## src/rtl/pending_encoder_pkg.sv

```systemverilog
// pending_encoder_pkg: shared FSM encoding and default sizing for the pending encoder
package pending_encoder_pkg;
  localparam int N_DEF = 8;
  localparam int W_DEF = 3;
  typedef enum logic {IDLE, GRANT} state_t;
endpackage

```

## src/rtl/pending_encoder_prio_enc.sv

```systemverilog
// prio_enc: combinational lowest-index priority encoder with any-set flag
module prio_enc #(
  parameter int N = 8,
  parameter int W = 3
) (
  input  logic [N-1:0] req,
  output logic [W-1:0] idx,
  output logic         any
);
  always_comb begin
    idx = '0;
    for (int i = N - 1; i >= 0; i--) idx = req[i] ? W'(i) : idx;
  end
  assign any = |req;
endmodule

```

## src/rtl/pending_encoder.sv

```systemverilog
// pending_encoder: latches requests into a pending vector and grants them one at a time,
// lowest index first, holding each grant until acknowledged.
module pending_encoder
  import pending_encoder_pkg::*;
#(
  parameter int N = N_DEF,
  parameter int W = W_DEF
) (
  input  logic         clk,
  input  logic         rst,
  input  logic         enable,
  input  logic [N-1:0] in,
  input  logic         ack,
  output logic [W-1:0] out,
  output logic         valid,
  output logic [N-1:0] pending,
  output logic         overflow
);
  state_t state, state_n;
  logic [W-1:0] idx, out_n;
  logic any, take;
  logic [N-1:0] clr_mask, set_mask, pending_n;
  prio_enc #(.N(N), .W(W)) u_prio_enc (.req(pending), .idx(idx), .any(any));
  always_comb begin
    take = valid && ack;
    clr_mask = take ? {{(N-1){1'b0}}, 1'b1} << out : '0;
    set_mask = enable ? in : '0;
    pending_n = (pending & ~clr_mask) | set_mask;
    state_n = state == IDLE ? (any ? GRANT : IDLE) : (ack ? IDLE : GRANT);
    out_n = state == IDLE ? (any ? idx : '0) : (ack ? '0 : out);
  end
  // grant is chosen from the registered pending vector, which forces the post-ack bubble
  always_ff @(posedge clk) begin
    if (rst) begin
      state <= IDLE;
      pending <= '0;
      out <= '0;
      valid <= 1'b0;
      overflow <= 1'b0;
    end else begin
      state <= state_n;
      pending <= pending_n;
      out <= out_n;
      valid <= state_n == GRANT;
      overflow <= |(set_mask & pending & ~clr_mask);
    end
  end
endmodule

```

## config.mk

```make
export PLATFORM = sky130hd
export DESIGN_NAME = pending_encoder
export DESIGN_NICKNAME = d
export VERILOG_FILES = /design/src/rtl/pending_encoder_pkg.sv /design/src/rtl/pending_encoder_prio_enc.sv /design/src/rtl/pending_encoder.sv
export SDC_FILE = /design/constraint.sdc
export NUM_CORES = 1
export LEC_CHECK = 0
export CELL_PAD_IN_SITES_DETAIL_PLACEMENT = 1
export CELL_PAD_IN_SITES_GLOBAL_PLACEMENT = 1
export CORE_MARGIN = 5
export CORE_UTILIZATION = 30
export CTS_CLUSTER_DIAMETER = 150
export DETAILED_ROUTE_END_ITERATION = 6
export GPL_TIMING_DRIVEN = 0
export PLACE_DENSITY_LB_ADDON = 0.1
export SKIP_LAST_GASP = 1
export SLEW_MARGIN = 15
export SYNTH_ARGS = -nofsm -noshare
export SYNTH_HDL_FRONTEND = slang
export SYNTH_HIERARCHICAL = 1
export SYNTH_SLANG_ARGS = --single-unit
```

## constraint.sdc

```tcl
create_clock -name clk -period 1.67 [get_ports clk]
set_input_delay 0.2505 -clock clk [delete_from_list [all_inputs] [get_ports clk]]
set_output_delay 0.2505 -clock clk [all_outputs]
set_load 0.02 [all_outputs]
```

Word-level counts from Yosys, hierarchy flattened. Cells that the tools add are included.

Flip-flop bits (word level): 13. Bits in latches: 0. RAM bits: 0. Bits in read-only memories: 0. Input port bits: 12. Memories: 0.

$add $sub $neg: 0. $mul: 0. Div/mod/pow operators: 0. Magnitude comparators: 0. Equality and inequality tests: 1. Shifts and indexed selects: 1. Muxes and demuxes: 16. Bitwise gates (word level): 5. Reductions and logical operators: 3.

Operators with widths (count): 3-bit 2-to-1 mux (11); 8-bit bitwise AND (3); 8-bit 2-to-1 mux (2); 8-bit OR reduction (2); 8-bit inverter (1); 8-bit bitwise OR (1); 1-bit by 3-bit << shifter with 8-bit output (first input constant) (1); 1-bit 2-to-1 mux (3); 2-bit != test (second input constant) (1); 1-bit logical AND (1).

Depth between registers and ports, before layout.
Depth after elaboration: 10. Gate-level depth with buffers: 6.

By module. Netlist, hierarchy kept.

By module, submodules not included: pending_encoder (instances 1, cells an instance 76, area an instance 630.6 um^2); prio_enc (instances 1, cells an instance 13, area an instance 81.3 um^2).

Least setup slack after synthesis. Ideal clock, no wire load.

Kind: reg-to-reg. Start: register state (netlist name). End: register overflow. Library setup time: 0.136 ns. Data arrival time: 1.281 ns. Required time: 1.534 ns. Slack: 0.252 ns. Stages on the path, launching flop included: 7. Period minus slack after synthesis: 1.418 ns. Cell sequence: dfxtp_1 buf_6 and3_1 buf_6 a21oi_2 nor4_1 a41oi_1.

RTL lines: end signal: assignment (RTL line pending_encoder.sv:45) `overflow <= |(set_mask & pending & ~clr_mask);`; end: declaration (RTL line pending_encoder.sv:17) `output logic overflow`.

Worst setup path in the final report.
Start: register pending[2]. End: output port pending[2].

RTL lines: start: declaration (RTL line pending_encoder.sv:16) `output logic [N-1:0] pending,`; start signal: assignment (RTL line pending_encoder.sv:42) `pending <= pending_n;`.

No word-level cell between the ends.

==> metrics.md <==
| Metric | Value |
|---|---|
| I/O Pins | 25 |
| Max Clk Rate | 0.6191 GHz |
| PwrDens | 786.3 nW/um^2 |
| EDFF count, synth | 0 |
| Peak supply drop | 0.4018 mV |
| Max-cap viol count | 0 |
| Wirelength, routed | 2016 um |
| Run status | finished, final reports clean |
| DRT antenna net count | 0 |
| Crit path launch type | flip-flop |
| Seq/Total Area, Yosys | 36.56% |
| Area delta synth->final | 42.00% |
| Clock sink total | 13 |
| Reg power frac | 46.2% |
| CP Buf/Inv Count | 1 |
| Post-CTS Setup Inserts | 0 |
| Max-slew headroom at the worst pin | 66.14% |
| Port Buffer Count | 23 |
| Worst Setup Path Type | reg2out |
| Final non-filler cell area | 1011 um^2 |
| Vias in the first global route | 754 |
| Initial antenna violation count | 0 |
| Clk_lat worst skew | 0.27 ns |
| Diodes inserted | 0 |
| RSZ-0062 raised after global routing | no |
| Die Area | 3447 um^2 |
| Pint | 0.5476 mW |
| Min-Delay Path Class | in2reg |
| Vias per cell | 5.188 |
| GRT Total Usage | 12.58% |
| Maximum net fanout on the critical path | 6 |
| Total gr overflow | 0 |
| Synth Area per Inst | 7.999 um^2 |
| Clk buf depth | 2 |
| Post-CTS Hold Buffers | 0 |
| Minimum clock period | 1.615 ns |
| 1st-pass router iterations | 4 |
| Fillers | 287 |
| Data required time of the worst path | 1.42 ns |
| Fin crit share | 96.72% |
| Worst hold slack | 0.3031 ns |
| CTS H-tree lvls | 1 |
| Global-route wire length before repair | 3318 um |
| DR WL/cell | 14.00 um |
| Comb power frac | 29.2% |
| Initial DRC count | 11 |
| Reg2reg start | state |
| DP HPWL | 1614 um |
| Root Driver | clkbuf_4 |
| Mapped cell area | 711.9 um^2 |
| Pleak | 0.4229 nW |
| Core area | 2233 um^2 |
| Grt met2 use | 21.05% |
| Residual DRC | 0 |
| Crit-path slowest cell | clkdlybuf4s50_1 |
| Critical Path Source | pending[2] |
| Total vias in the final route | 747 |
| Most used routing layer | met2 |
| Die height | 58.72 um |
| Largest net degree at the start of global routing | 11 |
| Yosys warns | 6 |
| Commonest cells after routing, fill and taps aside | 20 x clkdlybuf4s50_1, 16 x nor2_1, 15 x nand2_1 |
| Worst reg2reg setup slack | 0.24 ns |
| Setup violators final | 0 |
| Cts bufs inserted | 3 |
| Crit-path max cell delay | 0.65 ns |
| R2R cell count | 6 |
| Number of gates resized after cts | 0 |
| Switch Pwr | 0.2473 mW |
| Final Hold Fails | 0 |
| Clock power frac | 24.7% |
| Clock skew | 0.004202 ns |
| CP endpoint kind | output port |
| Worst Tran Pin Value | 0.5079 ns |
| Worst Hold Path EP | pending[0] |
| Min-Delay Startpoint | enable |
| Row Count | 17 |
| Switch share | 31.11% |
| Synth cell types | 28 |
| Net Count, Synth | 101 |
| Fin nets | 129 |
| Met1 Track Usage GR | 15.89% |
| Critical path's top delay family | buffers and inverters |
| Post-synthesis cell count | 89 |
| CTS tree | done |
| Commonest non-fill, non-tap cell in the layout | clkdlybuf4s50_1 |
| GPL Wtd Cong | 0.7442 |
| Die X | 58.72 um |
| Placed standard-cell area | 977.2 um^2 |
| Initial Utilization | 31.88% |
| Asr flop ratio synth | 0% |
| Final slew viol count | 0 |
| WP data arrival | 1.36 ns |
| Hold Path Depth | 3 |
| Layout cells sized above 1 | 12.07% |
| CP Cell Sequence | clkdlybuf4s50_1 |
| Global Route met3 Usage | 3.070% |
| Post-synth top flop | dfxtp_1 |
| R2R Path End | overflow |
| Flops & latches, synth | 13 |
| Clock slew at reported path FFs | 0.08 ns |
## cells by family after synthesis
| group | Yosys count | synth area share, % |
|---|---|---|
| compound gates | 24 | 24.96 |
| buf+inv | 6 | 7.204 |
| flops | 13 | 36.56 |
| simple gates | 46 | 31.28 |
## per-stage QoR
stage | total power, mW | TNS (ns) | setup WS [ns] | std cells | util, %
2_1_floorplan | 0.5048 | 0 | 0.2525 | 89 | -
3_3_place_gp | 0.6062 | -0.1196 | -0.1196 | 140 | 43.75
3_5_place_dp | 0.6105 | -0.1635 | -0.1635 | 140 | 43.75
4_1_cts | 0.8095 | 0 | 0.002131 | 144 | 44.93
5_1_grt | 0.8436 | 0 | 0.003753 | 144 | 45.27
6_report | 0.7949 | 0 | 0.05485 | 144 | 45.27
## how the worst max path moves through the flow
| stage | endpoint | slack [ns] | depth (start not counted) |
|---|---|---|---|
| floorplan | overflow | 0.25 | 6 |
| global placement | overflow | -0.12 | 6 |
| detailed placement | overflow | -0.16 | 6 |
| CTS | out[0] | 0.002 | 1 |
| global route | pending[2] | 0.004 | 1 |
| finish | pending[2] | 0.05 | 1 |
## cell usage after synthesis (2+ instances only)
library cell | number | area [um^2]
a31oi_1 | 2 | 12.51
and3b_1 | 2 | 17.52
nor2b_1 | 2 | 12.51
dfxtp_1 | 13 | 260.3
buf_6 | 2 | 22.52
a22oi_1 | 8 | 60.06
a2bb2oi_1 | 2 | 17.52
and2b_2 | 2 | 17.52
a21oi_2 | 2 | 17.52
nand2_1 | 15 | 56.30
nor2_1 | 16 | 60.06
a21oi_1 | 3 | 15.01
nand3_1 | 5 | 25.02
## final cells by class
type	count	area, um^2	share of cell area (%)
Inverter	1	3.754	0.3713
Timing Repair Buffer	23	237.7	23.51
Clock buffer	4	26.28	2.599
Buffer	5	47.55	4.703
Multi-Input combinational cell	70	400.4	39.60
Sequential cell	13	260.3	25.74
Tap cell	28	35.03	3.465
## sequential cells by signal, summed over array words and instances (netlist names)
signal and cells:
out 3, overflow 1, pending 8, state 1
## power by group through the flow
| stage | combinational (mW) | sequential [mW] | clock [mW] |
|---|---|---|---|
| 2_1_floorplan | 0.108 | 0.397 | 0 |
| 3_3_place_gp | 0.233 | 0.374 | 0 |
| 3_5_place_dp | 0.235 | 0.375 | 0 |
| 4_1_cts | 0.236 | 0.368 | 0.205 |
| 5_1_grt | 0.255 | 0.373 | 0.216 |
| 6_report | 0.232 | 0.367 | 0.196 |
## metal layers
layer / part of all wire [%] / routed length, um / vias up
met5: 0 / 0 / -
li1: - / - / 371
met3: 5.0 / 101 / 4
met1: 46 / 931 / 357
met4: 1.2 / 25 / 0
met2: 48 / 958 / 15
Power figures use the tool's default switching activity.
